==> src/rtl/i2c_reg_slave.sv <==
`default_nettype none
// ============================================================================
// Module      : i2c_reg_slave
// Description : Oversampled I2C slave that turns host transfers into one-cycle
//               register-bus write/read strobes for the SPI master.
// Revision    : 1.0 - initial release
// ============================================================================
module i2c_reg_slave #(
    parameter logic [6:0] SLAVE_ADDR = 7'h2A,
    parameter int         FILT_LEN   = 3
) (
    input  logic       i_ck,
    input  logic       i_rstn,
    input  logic       i_scl,
    input  logic       i_sda,
    output logic       o_sda_oe,
    output logic [3:0] o_address,
    output logic [7:0] o_data,
    input  logic [7:0] i_data,
    output logic       o_wr,
    output logic       o_rd
);
    localparam int            CW         = (FILT_LEN > 1) ? $clog2(FILT_LEN) : 1;
    localparam logic [CW-1:0] C_FILT_MAX = CW'(FILT_LEN - 1);

    typedef enum logic [3:0] {
        S_IDLE, S_ADDR, S_ADDR_ACK, S_PTR, S_PTR_ACK, S_WDATA,
        S_WDATA_ACK, S_RFETCH, S_RDATA, S_RACK, S_IGNORE
    } state_t;

    // Index 0 carries SCL, index 1 carries SDA through the input path.
    logic [1:0]         sync1_q, sync2_q, filt_q, filt_d, prev_q;
    logic [1:0][CW-1:0] cnt_q, cnt_d;

    state_t     state_q, state_d;
    logic [3:0] bit_cnt_q, bit_cnt_d;
    logic [7:0] shift_q, shift_d;
    logic [7:0] tx_q, tx_d;
    logic       rw_q, rw_d;
    logic [3:0] ptr_q, ptr_d;
    logic       oe_q, oe_d;
    logic       wr_q, wr_d;
    logic       rd_q, rd_d;
    logic [3:0] addr_q, addr_d;
    logic [7:0] data_q, data_d;
    logic [1:0] fetch_q, fetch_d;

    logic       scl_f, sda_f, scl_rise, scl_fall, start_c, stop_c;
    logic [7:0] byte_w;

    always_comb begin
        for (int i = 0; i < 2; i++) begin
            filt_d[i] = filt_q[i];
            cnt_d[i]  = '0;
            if (sync2_q[i] != filt_q[i]) begin
                if (cnt_q[i] == C_FILT_MAX) filt_d[i] = sync2_q[i];
                else                        cnt_d[i]  = cnt_q[i] + 1'b1;
            end
        end
    end

    assign scl_f    = filt_q[0];
    assign sda_f    = filt_q[1];
    assign scl_rise = scl_f & ~prev_q[0];
    assign scl_fall = ~scl_f & prev_q[0];
    assign start_c  = scl_f & prev_q[0] & prev_q[1] & ~sda_f;
    assign stop_c   = scl_f & prev_q[0] & ~prev_q[1] & sda_f;
    assign byte_w   = {shift_q[6:0], sda_f};

    always_comb begin
        state_d   = state_q;
        bit_cnt_d = bit_cnt_q;
        shift_d   = shift_q;
        tx_d      = tx_q;
        rw_d      = rw_q;
        ptr_d     = ptr_q;
        oe_d      = oe_q;
        wr_d      = 1'b0;
        rd_d      = 1'b0;
        addr_d    = addr_q;
        data_d    = data_q;
        fetch_d   = {fetch_q[0], 1'b0};
        // Read data is captured two cycles after the strobe, once the register bus has answered.
        if (fetch_q[1]) tx_d = i_data;

        if (start_c) begin
            state_d   = S_ADDR;
            oe_d      = 1'b0;
            bit_cnt_d = '0;
        end else if (stop_c) begin
            state_d = S_IDLE;
            oe_d    = 1'b0;
        end else begin
            case (state_q)
                S_ADDR, S_PTR, S_WDATA: begin
                    if (scl_rise) begin
                        shift_d   = byte_w;
                        bit_cnt_d = bit_cnt_q + 4'd1;
                        if (bit_cnt_q == 4'd7) begin
                            bit_cnt_d = '0;
                            if (state_q == S_ADDR) begin
                                if (byte_w[7:1] != SLAVE_ADDR) begin
                                    state_d = S_IGNORE;
                                end else begin
                                    rw_d    = byte_w[0];
                                    state_d = S_ADDR_ACK;
                                    if (byte_w[0]) begin
                                        rd_d    = 1'b1;
                                        addr_d  = ptr_q;
                                        fetch_d = 2'b01;
                                    end
                                end
                            end else if (state_q == S_PTR) begin
                                ptr_d   = byte_w[3:0];
                                state_d = S_PTR_ACK;
                            end else begin
                                data_d  = byte_w;
                                addr_d  = ptr_q;
                                wr_d    = 1'b1;
                                ptr_d   = ptr_q + 4'd1;
                                state_d = S_WDATA_ACK;
                            end
                        end
                    end
                end
                S_ADDR_ACK, S_PTR_ACK, S_WDATA_ACK: begin
                    // bit_cnt marks whether the 9th rise has been seen yet.
                    if (scl_rise) bit_cnt_d = 4'd1;
                    if (scl_fall) begin
                        if (bit_cnt_q == 4'd0) begin
                            oe_d = 1'b1;
                        end else begin
                            oe_d      = 1'b0;
                            bit_cnt_d = '0;
                            if (state_q == S_ADDR_ACK && rw_q) begin
                                state_d = S_RDATA;
                                oe_d    = ~tx_q[7];
                                tx_d    = {tx_q[6:0], 1'b0};
                            end else if (state_q == S_ADDR_ACK) begin
                                state_d = S_PTR;
                            end else begin
                                state_d = S_WDATA;
                            end
                        end
                    end
                end
                S_RDATA: begin
                    if (scl_rise) bit_cnt_d = bit_cnt_q + 4'd1;
                    if (scl_fall) begin
                        if (bit_cnt_q == 4'd8) begin
                            oe_d      = 1'b0;
                            ptr_d     = ptr_q + 4'd1;
                            bit_cnt_d = '0;
                            state_d   = S_RACK;
                        end else begin
                            oe_d = ~tx_q[7];
                            tx_d = {tx_q[6:0], 1'b0};
                        end
                    end
                end
                S_RACK: begin
                    if (scl_rise) begin
                        bit_cnt_d = '0;
                        state_d   = sda_f ? S_IGNORE : S_RFETCH;
                    end
                end
                S_RFETCH: begin
                    rd_d    = 1'b1;
                    addr_d  = ptr_q;
                    fetch_d = 2'b01;
                    state_d = S_RDATA;
                end
                default: ;
            endcase
        end
    end

    always_ff @(posedge i_ck or negedge i_rstn) begin
        if (!i_rstn) begin
            sync1_q   <= 2'b11;
            sync2_q   <= 2'b11;
            filt_q    <= 2'b11;
            prev_q    <= 2'b11;
            cnt_q     <= '0;
            state_q   <= S_IDLE;
            bit_cnt_q <= '0;
            shift_q   <= '0;
            tx_q      <= '0;
            rw_q      <= 1'b0;
            ptr_q     <= '0;
            oe_q      <= 1'b0;
            wr_q      <= 1'b0;
            rd_q      <= 1'b0;
            addr_q    <= '0;
            data_q    <= '0;
            fetch_q   <= '0;
        end else begin
            sync1_q   <= {i_sda, i_scl};
            sync2_q   <= sync1_q;
            filt_q    <= filt_d;
            prev_q    <= filt_q;
            cnt_q     <= cnt_d;
            state_q   <= state_d;
            bit_cnt_q <= bit_cnt_d;
            shift_q   <= shift_d;
            tx_q      <= tx_d;
            rw_q      <= rw_d;
            ptr_q     <= ptr_d;
            oe_q      <= oe_d;
            wr_q      <= wr_d;
            rd_q      <= rd_d;
            addr_q    <= addr_d;
            data_q    <= data_d;
            fetch_q   <= fetch_d;
        end
    end

    assign o_sda_oe  = oe_q;
    assign o_wr      = wr_q;
    assign o_rd      = rd_q;
    assign o_address = addr_q;
    assign o_data    = data_q;
endmodule
`default_nettype wire

==> config.mk <==
export PLATFORM = sky130hd
export DESIGN_NAME = i2c_reg_slave
export DESIGN_NICKNAME = d
export VERILOG_FILES = /design/src/rtl/i2c_reg_slave.sv
export SDC_FILE = /design/constraint.sdc
export NUM_CORES = 1
export LEC_CHECK = 0
export ABC_AREA = 0
export CAP_MARGIN = 30
export CORE_MARGIN = 8
export CORE_UTILIZATION = 45
export DETAILED_ROUTE_END_ITERATION = 7
export SLEW_MARGIN = 0
export SYNTH_ARGS = -nofsm -noshare
export SYNTH_HDL_FRONTEND = slang
export SYNTH_SLANG_ARGS = --single-unit
==> constraint.sdc <==
create_clock -name i_ck -period 3.72 [get_ports i_ck]
set_input_delay 0.558 -clock i_ck [delete_from_list [all_inputs] [get_ports i_ck]]
set_output_delay 0.558 -clock i_ck [all_outputs]
set_load 0.05 [all_outputs]
# == Word level (Yosys, flattened, before mapping) ==
# Index checks and enable logic that the tools add are counted.
# totals
register_bits,57
output_inout_bits,15
elab_cells,179
inputBits,12
# op_classes
eq_ne,34
n_bitwise,17
addsub,4
n_reduce_logical,19
n_mux,86
# op_table
op,count
$mux W4,36
$mux W8,8
$ne A4 B4 Y1 const B,7
$mux W2,12
$reduce_and A8 Y1,3
$mux W1,21
$eq A4 B3 Y1 const B,5
$pmux W4 S5,1
$pmux W4 S2,2
$pmux W4 S4,1
$pmux W8 S2,1
$ne A3 B3 Y1 const B,5
$reduce_and A7 Y1,2
$eq A4 B4 Y1 const B,3
$ne A2 B2 Y1 const B,6
$not A1 Y1,10
$add A4 B1 Y4 const B,2
$eq A4 B2 Y1 const B,2
$reduce_and A4 Y1,2
$and A1 B1 Y1,7
$ne A7 B6 Y1 const B,1
$reduce_bool A7 Y1,1
$reduce_or A3 Y1,2
$reduce_bool A5 Y1,1
other kinds (13),19

# == Logic depth before layout (Yosys ltp) ==
# depth
depth_word,8
ltp_mapped,8
ltp_nobuf,7

# == Worst setup path before layout ==
# Ideal clock, no wire load.
# synth_path
kind,register -> register
startpoint,reg filt_q[0]
endpoint,reg ptr_q[2]
synth_period_minus_slack_ns,2.068
setup_slack_ns,1.652
arrival_time_ns,1.947
path_stages_with_launch,8
required_time_ns,3.599
n_path_buf,1
cell_sequence,dfstp_2 -> clkbuf_2 -> and2b_2 -> inv_1 -> nand4bb_1 -> a211oi_2 -> o21ai_0 -> a22o_1
# synth_via
elab_chain_len,5
elab_cells_between_ends,13
# synth_rtl
item,line,text
"start, declared",32,"logic [1:0] sync1_q, sync2_q, filt_q, filt_d, prev_q;"
"start signal, assigned",200,filt_q <= filt_d;
$and A1 B1 Y1,"66, 67",
"$and A1 B1 Y1, on equally long branches (2 in a row)","67, 66",
$not A1 Y1 (no line),--,
$reduce_and A8 Y1 (no line) (*),--,
"end signal, assigned",208,ptr_q <= ptr_d;
"end, declared",40,"logic [3:0] ptr_q, ptr_d;"
# Mark *: on every way between the ends. The rest lies on a longest branch, timed or not.
# A chain may end at the register's enable or synchronous reset.

# == Worst setup path in the final report ==
# layout_path
startpoint,reg state_q[3]
endpoint,reg ptr_q[2]
# layout_via
elab_chain_len,6
elab_cells_between_ends,17
# layout_rtl
item,line,text
"start, declared",35,"state_t state_q, state_d;"
"start signal, assigned",203,state_q <= state_d;
$eq A4 B2 Y1,"94, 113",
$mux W4,113,end else if (state_q == S_PTR) begin
$mux W4,101,if (state_q == S_ADDR) begin
$mux W4,99,if (bit_cnt_q == 4'd7) begin
$mux W4,96,if (scl_rise) begin
$pmux W4 S2,94,case (state_q)
# Several ways; a longest one is shown, not always the timed one. The select of a mux whose other input is x is not followed.

==> results.cfg <==
[status]
outcome = finished clean

[worst_setup_path]
cp_cell_sequence = nor4b_4 > nand4_1 > a211oi_2 > o21ai_0 > a22o_1
critPathBufInv = 0
crit_required_ns = 3.93
start_kind = register
critPathArrivalTime_ns = 2.69
crit_path_max_incr_delay_ns = 0.73
criticalPathCategory = register to register
endpoint_kind = register
crit_fanout = 19
critPathSlowestCell = dfrtp_1
crit_family = compound AO/OA/AOI/OAI gates

[cts]
clk_pin_slew_ns = 0.09
cts.path.max_buffers = 2
cts-hold-fix-buffers = 0
cts.htree.levels = 2
post-cts-setup-buffer-count = 0
cts_root_buf = clkbuf_8
cts_tree = built
cts_buffers = 5
cts.sinks = 56
clock_latency_ns = 0.31
cts-resized-gates = 0

[timing]
skew_ns = 0.002492
slew_viol_final = 0
setup_viol = 0
min_period_over_period_pct = 66.59
fin_crit_ns = 2.477
timing.fmax_mhz = 403.7
hold_viol = 0
rsz0062_at_grt = no
tightest_slew_ns = 0.8104
setup_tns_ns = 0
relSlewSlack_pct = 45.86
holdWs_ns = 0.2362

[route]
vias = 2108
drt_iter0_markers = 162
routed_wl_mm = 5.969
vias_per_cell = 5.760
ant_nets = 0
route.detailed.drc = 0
drt-pass1-iter-count = 4
routedWlPerCell_um = 16.31

[placed_design]
place_hpwl_mm = 4.138
portBuffers = 26
place.gp.congestion = 0.8621
dp_cells = 357

[power]
internal_power_uw = 1445
power_switching_uw = 1021
seq_power_share_pct = 42.4
leakage_uw = 0.001372
power_frac_clock_pct = 13.9
power_density_nw_per_um2 = 741.3
pwr-share-comb_pct = 43.7
max-vdd-ir-drop_v = 0.0002905
swShare_pct = 41.39
finalPower_uw = 2466

[die]
core_um2 = 6314
die_w_um = 96.61
initial_utilization_pct = 46.31
die_area_um2 = 9333
rows = 29
io_pins = 27
die_height_um = 96.61

[grt]
antenna_found_initial = 0
grt_pass1_wl_mm = 10.18
grt_max_degree = 32
grt.total_usage_pct = 12.85
overflow = 0
first_global_vias = 2031

[synth]
synth.lib_cells_used.distinct = 60
ys_ff_latch = 56
avgSynthCellArea_um2 = 11.03
synth_nets = 281
synth_async_sr_flop_share_pct = 100.0
yosysSeqAreaShare_pct = 48.27
yosys_most_used_dff = dfrtp_1
synth.cell_area_um2 = 2924
netlist_instances = 265
ys_warn_count = 0
synth_edf_count = 0

[run]
max_cap_violations = 0

[worst_hold_path]
hold_path_class = input pin to asynchronous set/reset pin

[finish]
area_growth_pct = 13.78
layout.nets = 304
stdcell_count = 366
antenna-diode-count = 0
drive_gt1_share_pct = 18.69
## final cells by class
type | count | area (um2)
Tap cell | 77 | 96.34
Multi-Input combinational cell | 192 | 1438
Sequential cell | 56 | 1411
Clock inverter | 2 | 10.01
Fill cell | 557 | 2987
Inverter | 5 | 18.77
Timing Repair Buffer | 28 | 270.3
Clock buffer | 6 | 82.58
## worst register-to-register path: cells and delay by family (launching register included)
kind	cells	cell delay (ns)
compound gates	3	0.98
flops	1	0.73
simple gates	2	0.67
## Yosys cell counts (2+ instances only)
cell	instances	area (um2)
dfrtp_1	48	1201
mux2_2	24	270.3
o21ai_0	17	85.08
nand2_1	13	48.80
nor2_1	13	48.80
nor2b_1	12	75.07
mux2i_1	11	110.1
nand3_1	11	55.05
a21oi_1	9	45.04
dfstp_2	8	210.2
clkbuf_1	6	22.52
nor3_1	6	30.03
a211o_1	5	43.79
inv_1	5	18.77
nand2b_1	5	31.28
nor3b_1	5	37.54
a32o_1	4	40.04
ha_1	4	50.05
nand4_1	4	25.02
a21boi_0	3	22.52
a21o_1	3	22.52
a31oi_1	3	18.77
nand3b_1	3	22.52
xnor2_1	3	26.28
and3_1	2	12.51
buf_1	2	7.510
buf_2	2	10.01
o2111ai_1	2	17.52
## cell usage in the layout (no fill, tap or decap), types with 4 or more instances in the layout
| cell type | Yosys | final |
|---|---|---|
| mux2_2 | 24 | 24 |
| o21ai_0 | 17 | 17 |
| dfrtp_1 | 48 | 48 |
| nor2b_1 | 12 | 12 |
| dfstp_2 | 8 | 8 |
| nand2b_1 | 5 | 5 |
| nand4_1 | 4 | 4 |
| a32o_1 | 4 | 4 |
| nor2_1 | 13 | 13 |
| ha_1 | 4 | 4 |
| a211o_1 | 5 | 5 |
| mux2i_1 | 11 | 11 |
| nor3_1 | 6 | 6 |
| nand2_1 | 13 | 13 |
| inv_1 | 5 | 5 |
| clkbuf_8 | 0 | 6 |
| clkdlybuf4s50_1 | 0 | 25 |
| nand3_1 | 11 | 11 |
| a21oi_1 | 9 | 9 |
| nor3b_1 | 5 | 5 |
## kinds of logic after synthesis
logic type / Yosys count / share of synthesized area [%]
XOR/XNOR: 4 / 1.198
adder cells (fa/ha/maj): 4 / 1.712
buffers and inverters: 17 / 2.567
AO/OA/AOI/OAI: 61 / 15.02
flip-flops: 56 / 48.27
AND/OR/NAND/NOR: 87 / 17.72
multiplexers: 36 / 13.52
## flip-flops by register name (all words and copies together) (netlist names), 2 cells and up
name and flops:
state_q 4, cnt_q 4, shift_q 7, sync2_q 2, sync1_q 2, tx_q 8, bit_cnt_q 4, o_data 8
ptr_q 4, filt_q 2, o_address 4, prev_q 2
## final timing paths
path,start,end,slack [ns],depth (start not counted)
max,state_q[3]$_DFFE_PN0P_,ptr_q[2]$_DFFE_PN0P_,1.24,5
min,i_rstn,cnt_q[0]$_DFF_PN0_,0.24,1
max reg2reg,state_q[3]$_DFFE_PN0P_,ptr_q[2]$_DFFE_PN0P_,1.24,5
min reg2reg,sync1_q[0]$_DFF_PN1_,sync2_q[0]$_DFF_PN1_,0.36,0
max in group asynchronous,i_rstn,sync1_q[1]$_DFF_PN1_,2.64,2
min in group i_ck,sync1_q[0]$_DFF_PN1_,sync2_q[0]$_DFF_PN1_,0.36,0
## per-stage QoR
| stage | cell area, um2 | util (%) | setup WS (ns) |
|---|---|---|---|
| CTS | 3319 | 52.58 | 1.117 |
| finish | 3327 | 52.70 | 1.243 |
| global placement | 3227 | 51.11 | 1.205 |
| global route | 3327 | 52.70 | 1.050 |
| floorplan | 2924 | - | 1.652 |
| detailed placement | 3227 | 51.11 | 1.127 |
## power groups by stage
| stage | Combinational, uW | Sequential (uW) | Clock, uW |
|---|---|---|---|
| global route | 1190 | 1080 | 385 |
| CTS | 1080 | 1040 | 361 |
| global placement | 1060 | 1050 | 0 |
| finish | 1080 | 1050 | 342 |
| detailed placement | 1070 | 1060 | 0 |
| floorplan | 926 | 951 | 0 |
## metal layers
metal	vias up	part of all wire [%]	global-route usage, %	routed length [um]
li1	1033	-	-	-
met1	1031	50	17.06	2979
met2	39	44	19.32	2650
met3	5	4.3	3.698	259
met4	0	1.3	4.615	79
met5	-	0	0	0
No activity file was read; power rests on OpenSTA's default activity.
